$ cat config.mk
export PLATFORM = sky130hd
export DESIGN_NAME = rule110_seed_loader
export DESIGN_NICKNAME = d
export VERILOG_FILES = /design/src/rtl/rule110_seed_loader.sv
export SDC_FILE = /design/constraint.sdc
export NUM_CORES = 1
export LEC_CHECK = 0
export ABC_AREA = 0
export BUFFER_PORTS_ARGS = -buffer_cell sky130_fd_sc_hd__buf_2
export CORE_AREA = 2 2 217 219
export CTS_CLUSTER_SIZE = 12
export DETAILED_ROUTE_END_ITERATION = 12
export DIE_AREA = 0 0 219 221
export PLACE_DENSITY = 0.7
export SLEW_MARGIN = 20
export SYNTH_ARGS = -nofsm -noshare
export SYNTH_HDL_FRONTEND = slang
export SYNTH_SLANG_ARGS = --single-unit
$ cat constraint.sdc
create_clock -name clk -period 25 [get_ports clk]
set_clock_uncertainty 0.05 [all_clocks]
set_input_delay 2.5 -clock clk [delete_from_list [all_inputs] [get_ports clk]]
set_output_delay 2.5 -clock clk [all_outputs]
set_load 0.005 [all_outputs]
$ cat src/rtl/rule110_seed_loader.sv
// rule110_seed_loader
// Front end of the 512-cell Rule 110 automaton. It collects a stream of
// WORD_W-bit seed words into the CELLS-wide data bus and then issues a
// one-cycle load strobe.
// Optional feature macro: RULE110_LOADER_CNT_EN. When it is defined, the block
// adds a RUN state that counts the generations after each load. It then reports
// done when gen_limit is reached. The default build leaves the macro undefined,
// and the loader then returns to IDLE straight after the load cycle.
module rule110_seed_loader #(
  parameter int WORD_W = 32,
  parameter int CELLS  = 512
) (
  input  logic              clk,
  input  logic              areset,
  input  logic              s_valid,
  output logic              s_ready,
  input  logic [WORD_W-1:0] s_data,
  input  logic              s_last,
`ifdef RULE110_LOADER_CNT_EN
  input  logic [15:0]       gen_limit,
  output logic [15:0]       gen_count,
  output logic              done,
`endif
  output logic              load,
  output logic [CELLS-1:0]  data,
  output logic              busy,
  output logic              frame_short
);

  localparam int BEATS  = CELLS / WORD_W;
  localparam int BEAT_W = (BEATS > 1) ? $clog2(BEATS) : 1;
  localparam logic [BEAT_W-1:0] LAST_BEAT = BEAT_W'(BEATS - 1);

`ifdef RULE110_LOADER_CNT_EN
  typedef enum logic [1:0] {IDLE, FILL, LOAD, RUN} state_t;
`else
  typedef enum logic [1:0] {IDLE, FILL, LOAD} state_t;
`endif

  state_t            state_q, state_d;
  logic [BEAT_W-1:0] beat_q, beat_d;
  logic [CELLS-1:0]  data_q, data_d;
  logic              load_q, load_d;
  logic              short_q, short_d;
`ifdef RULE110_LOADER_CNT_EN
  logic [15:0]       limit_q, limit_d;
  logic [15:0]       count_q, count_d;
  logic              done_q, done_d;
`endif

  logic              accept;
  logic              first_beat;
  logic [BEAT_W-1:0] cur_beat;
  logic              frame_end;

  // Only LOAD refuses words. Every state except IDLE counts as busy.
  assign s_ready    = (state_q != LOAD);
  assign busy       = (state_q != IDLE);
  assign accept     = s_valid && s_ready;
  // Any word taken outside FILL opens a new frame and always lands in slot 0.
  assign first_beat = accept && (state_q != FILL);
  assign cur_beat   = first_beat ? '0 : beat_q;
  assign frame_end  = accept && (s_last || (cur_beat == LAST_BEAT));

  genvar gi;
  generate
    for (gi = 0; gi < BEATS; gi++) begin : g_word
      // Each word slot takes the accepted word when its index matches.
      // A frame's first beat also clears the slot.
      assign data_d[gi*WORD_W +: WORD_W] =
          (accept && (cur_beat == BEAT_W'(gi))) ? s_data :
          first_beat                            ? {WORD_W{1'b0}} :
                                                  data_q[gi*WORD_W +: WORD_W];
    end
  endgenerate

  // Next-state logic: frame assembly, load strobe and generation counting.
  always_comb begin
    state_d = state_q;
    beat_d  = beat_q;
    load_d  = 1'b0;
    short_d = 1'b0;
`ifdef RULE110_LOADER_CNT_EN
    limit_d = limit_q;
    count_d = count_q;
    done_d  = 1'b0;
`endif
    case (state_q)
      LOAD: begin
`ifdef RULE110_LOADER_CNT_EN
        state_d = RUN;
        limit_d = gen_limit;
        count_d = 16'd0;
`else
        state_d = IDLE;
`endif
      end
`ifdef RULE110_LOADER_CNT_EN
      RUN: begin
        // An accepted word aborts the run. The count freezes and no done is produced.
        if (!accept) begin
          if ((limit_q != 16'd0) && (count_q == limit_q - 16'd1)) begin
            count_d = limit_q;
            done_d  = 1'b1;
            state_d = IDLE;
          end else if (count_q != 16'hFFFF) begin
            count_d = count_q + 16'd1;
          end
        end
      end
`endif
      default: ;
    endcase
    if (accept) begin
      if (frame_end) begin
        state_d = LOAD;
        load_d  = 1'b1;
        short_d = (cur_beat != LAST_BEAT);
        beat_d  = '0;
      end else begin
        state_d = FILL;
        beat_d  = cur_beat + 1'b1;
      end
    end
  end

  // State register. The asynchronous reset discards any partial frame.
  always_ff @(posedge clk or posedge areset) begin
    if (areset) begin
      state_q <= IDLE;
      beat_q  <= '0;
      data_q  <= '0;
      load_q  <= 1'b0;
      short_q <= 1'b0;
`ifdef RULE110_LOADER_CNT_EN
      limit_q <= 16'd0;
      count_q <= 16'd0;
      done_q  <= 1'b0;
`endif
    end else begin
      state_q <= state_d;
      beat_q  <= beat_d;
      data_q  <= data_d;
      load_q  <= load_d;
      short_q <= short_d;
`ifdef RULE110_LOADER_CNT_EN
      limit_q <= limit_d;
      count_q <= count_d;
      done_q  <= done_d;
`endif
    end
  end

  assign load        = load_q;
  assign data        = data_q;
  assign frame_short = short_q;
`ifdef RULE110_LOADER_CNT_EN
  assign gen_count   = count_q;
  assign done        = done_q;
`endif

endmodule

### Yosys cells after proc, flatten, opt, wreduce, memory -nomap -nowiden

Cells that the tools add are included.

| storage, ports and cells | value |
|---|---|
| input port bits | 36 |
| register bits after elaboration | 520 |
| logic and storage cells | 105 |
| output and inout bits | 516 |

| cells by class | value |
|---|---|
| multiplexer cells | 26 |
| reduce and logical (&&, ||, !) cells | 39 |
| $add $sub $neg | 1 |
| equal/unequal tests | 19 |

Operators by type and width:

| cell | number |
|---|---|
| 2-to-1 mux 32 bit | 17 |
| nonzero test 2 bit | 18 |
| equality test 4 bit (second input constant) | 8 |
| logical AND 1 bit | 19 |
| equality test 4 x 3 -> 1 bit (second input constant) | 4 |
| equality test 4 x 2 -> 1 bit (second input constant) | 2 |
| 2-to-1 mux 4 bit | 2 |
| 2-to-1 mux 2 bit | 3 |
| adder 4 x 1 -> 4 bit (second input constant) | 1 |
| equality test 4 x 1 -> 1 bit (second input constant) | 1 |
| logical NOT 4 bit | 1 |
| 2-to-1 mux 1 bit | 4 |
| != test 4 bit (second input constant) | 1 |
| equality test 2 bit (second input constant) | 1 |
| != test 2 x 1 -> 1 bit (second input constant) | 1 |
| != test 2 bit (second input constant) | 1 |
| logical OR 1 bit | 1 |

### Logic depth before layout (Yosys ltp)

| depth | value |
|---|---|
| depth in word-level cells | 9 |
| depth in mapped cells | 12 |
| gate-level depth less buffers | 9 |

### Least setup slack after synthesis

No wires, ideal clock.

| path | value |
|---|---|
| path kind | input to register |
| from | in s_valid |
| to | reg data_q[128], in the netlist data[128] |
| path buffers | 2 |
| data arrival time | 4.050 ns |
| stages on the path | 9 |
| path slack | 20.834 ns |
| required time | 24.884 ns |
| library setup time | 0.066 ns |
| cells stage by stage | buf_2 -> nand3_1 -> and2_1 -> inv_1 -> ha_1 -> inv_1 -> nor4_2 -> buf_2 -> a22o_1 |

| on the way | value |
|---|---|
| cells in the longest elaborated chain, start to end | 6 |
| elaborated cells between the ends (all ways) | 7 |
| classes of those cells | eq/ne: 1; mux: 2; reduce/logical: 4 |

Ends and longest elaborated chain:

| what | RTL line | RTL |
|---|---|---|
| start, declared | 15 | `input logic s_valid,` |
| logical AND 1 bit (*) | 59 | `assign accept = s_valid && s_ready;` |
| logical AND 1 bit | 61 | `assign first_beat = accept && (state_q != FILL);` |
| 2-to-1 mux 4 bit | 62 | `assign cur_beat = first_beat ? '0 : beat_q;` |
| equality test 4 x 3 -> 1 bit | 71 | `(accept && (cur_beat == BEAT_W'(gi))) ? s_data :` |
| logical AND 1 bit | 71 |  |
| 2-to-1 mux 32 bit or nonzero test 2 bit (tied branches) | -- |  |
| end signal, assigned | 143 | `data_q <= data_d;` |
| end, declared | 42 | `logic [CELLS-1:0] data_q, data_d;` |

Mark *: on every way between the ends. The rest lies on a longest branch, timed or not.
A chain may end at the register's enable or synchronous reset.

==> impl_metrics.yaml <==
worst_setup_path:
  start_kind: "primary input"
  crit_path_max_incr_delay_ns: 0.82
  required_ns: 25.70
  worstSetupPathType: "primary input to async pin"
  cp-end-kind: "async pin"
  cp_slowest_cell: "buf_4"
  worstPathArrival_ns: 5.89
  crit_top_cell: "buf_4"
  crit_fanout: 145
  crit_chain: "buf_2 -> inv_8 -> buf_4 -> buf_4 -> buf_4 -> buf_16"
yosys:
  postSynthRegisterBits: 520
  synth_edf_count: 0
  synth_area_leaders: "dfrtp_1 69%, a22o_1 24%, buf_2 1.8%, buf_6 1.1%, clkbuf_1 0.97%"
  synthArstFlopShare_pct: 100
  synth-main-ff-cell: "dfrtp_1"
  synth_area_per_cell_um2: 14.5
  synthesis.area_mm2: 0.0190
  synth_top_area_share_pct: 68.7
  netlist_instances: 1308
  ys_seq_area_share_pct: 68.7
  syn_nets: 1348
  yosysWarnings: 0
  yosysUniqueCellTypes: 28
  yosysTopAreaCell: "dfrtp_1"
place:
  port-buffer-count: 551
  place.gp.congestion: 0.816
  dpl.cell_count: 2311
  place_hpwl_mm: 43.8
die:
  core_area_mm2: 0.0461
  rows: 79
  io_pins: 552
  dieArea_mm2: 0.0484
  initial_core_util_pct: 41.1
  die_height_um: 221
  die_w_um: 219
sta:
  grt_setup_unrepaired: "false"
  hold_viol_final: 0
  worstMarginPinSlew_ns: 1.14
  fin_tns_setup_ns: 0
  finalSetupViolCount: 0
  fin_crit_ns: 5.19
  fmax_mhz: 193
  finalMaxSlewViolations: 0
  period_share_pct: 20.7
  relSlewSlack_pct: 23.9
clock_tree:
  cts.sinks: 520
  h-tree-depth: 2
  cts-root-buf: "clkbuf_16"
  cts_buffer_depth: 3
  cts_hold_buf: 0
  cts-resized-gates: 0
  clock_latency_ns: 0.58
  numCtsBuffers: 53
  path_clk_slew_ns: 0.06
  cts_tree: "yes"
  postCtsSetupRepairBufs: 0
finish:
  final_common_cell: "buf_2"
  fin_cells: 2403
  seqCellArea_mm2: 0.0130
  nets: 1802
  nFillCells: 3978
  syn2layout_area_growth_pct: 24.6
  final_cell_mix: "551 x buf_2, 520 x dfrtp_1, 513 x a22o_1"
  multi_input_area_mm2: 0.00520
  drive_gt1_share_pct: 37.2
global_route:
  grt_max_degree: 146
  grt_first_pass_wirelength_mm: 98.4
  grt_overflow_total: 0
  antenna_found_initial: 2
  grt_pass1_vias: 14300
  grt.total_usage_pct: 27.4
power:
  power.total_mw: 1.92
  p_per_area_mw_per_mm2: 81.2
  peakVddDrop_v: 0.0000553
  total_leakage_power_nw: 13.1
route:
  antenna_left: 0
  wl_mm: 68.2
  drt_iter0_markers: 1395
  vias_per_cell: 5.98
  drc_errors: 0
  post_drt_wl_per_cell_um: 28.4
  firstDrtPassIters: 6
  vias: 14400
run:
  maxCapViolCount: 0
min_path:
  hold_class: "flop to flop"
status:
  outcome: "complete, no violations"
[synth_stat cells (3+ instances only)]
cell and instances:
clkbuf_1 49, nand2_1 19, nor2b_1 3, nand2b_1 6, buf_2 67, buf_6 18, and3_1 7, buf_1 37
nand3_1 6, o21ai_0 5, o21ai_1 6, dfrtp_1 520, a21oi_1 6, a21o_1 10, a22o_1 513, nor2_1 14
ha_1 4, inv_1 6
[metrics by stage]
step | util [%] | setup slack [ns] | cell area, µm² | hold WS [ns]
after CTS | 51.1 | 19.37 | 23500 | 0.446
after global placement | 47.5 | 18.84 | 21900 | 0.427
final | 51.3 | 19.81 | 23600 | 0.443
after global routing | 51.3 | 19.31 | 23600 | 0.454
after floorplan | - | 7.92 | 19000 | 0.436
after detailed placement | 47.6 | 18.74 | 21900 | 0.426
[state kept, by name, summed over array words and instances, names as in the netlist]
signal       count
data           512
state_q          2
frame_short      1
load             1
beat_q           4
[layout make-up]
type	instances	area share, %
Multi-Input combinational cell	610	22.0
Sequential cell	520	55.1
Antenna cell	2	0.0212
Inverter	6	0.127
Clock inverter	6	0.270
Clock buffer	81	6.66
Tap cell	607	3.22
Timing Repair Buffer	571	12.6
[logic make-up (layout without fill, tap and decap cells)]
logic type               Yosys count  in the layout  share of synthesized area [%]
buffers and inverters            178            664                           4.70
adder cells (fa/ha/maj)            4              4                          0.264
AND/OR/NAND/NOR                   62             62                           1.64
flip-flops                       520            520                           68.7
AO/OA/AOI/OAI                    544            544                           24.7
other                              0              2                              0
[where the power goes]
group	internal, mW	switching (mW)	total, mW
sequential	0.886	0.0297	0.916
clock	0.439	0.320	0.759
combinational	0.0797	0.162	0.242
total	1.41	0.512	1.92
[metal layers]
metal	global-route usage (%)	vias up	wire length, µm
met5	0	-	0
li1	-	5834	-
met1	36.8	7544	27600
met4	8.22	0	2020
met2	43.8	859	32200
met3	7.20	129	6370
[worst max-delay path, delay by kind of cell]
| kind | cells | cell delay (ns) |
|---|---|---|
| buffers and inverters | 6 | 3.15 |
[path summary, 6_finish.rpt]
kind                                   startpoint                    end  slack, ns  cells past startpoint
min reg2reg                 data[152]$_DFFE_PP0P_  data[152]$_DFFE_PP0P_       0.44                      1
max                                        areset   data[93]$_DFFE_PP0P_      19.81                      6
min in group asynchronous                  areset  data[409]$_DFFE_PP0P_       2.08                      2
max in group clk                          s_valid  data[159]$_DFFE_PP0P_      20.28                      9
max reg2reg                state_q[1]$_DFFE_PP0P_  data[159]$_DFFE_PP0P_      21.07                      9
min                         data[152]$_DFFE_PP0P_  data[152]$_DFFE_PP0P_       0.44                      1
No activity file was read; power rests on OpenSTA's default activity.
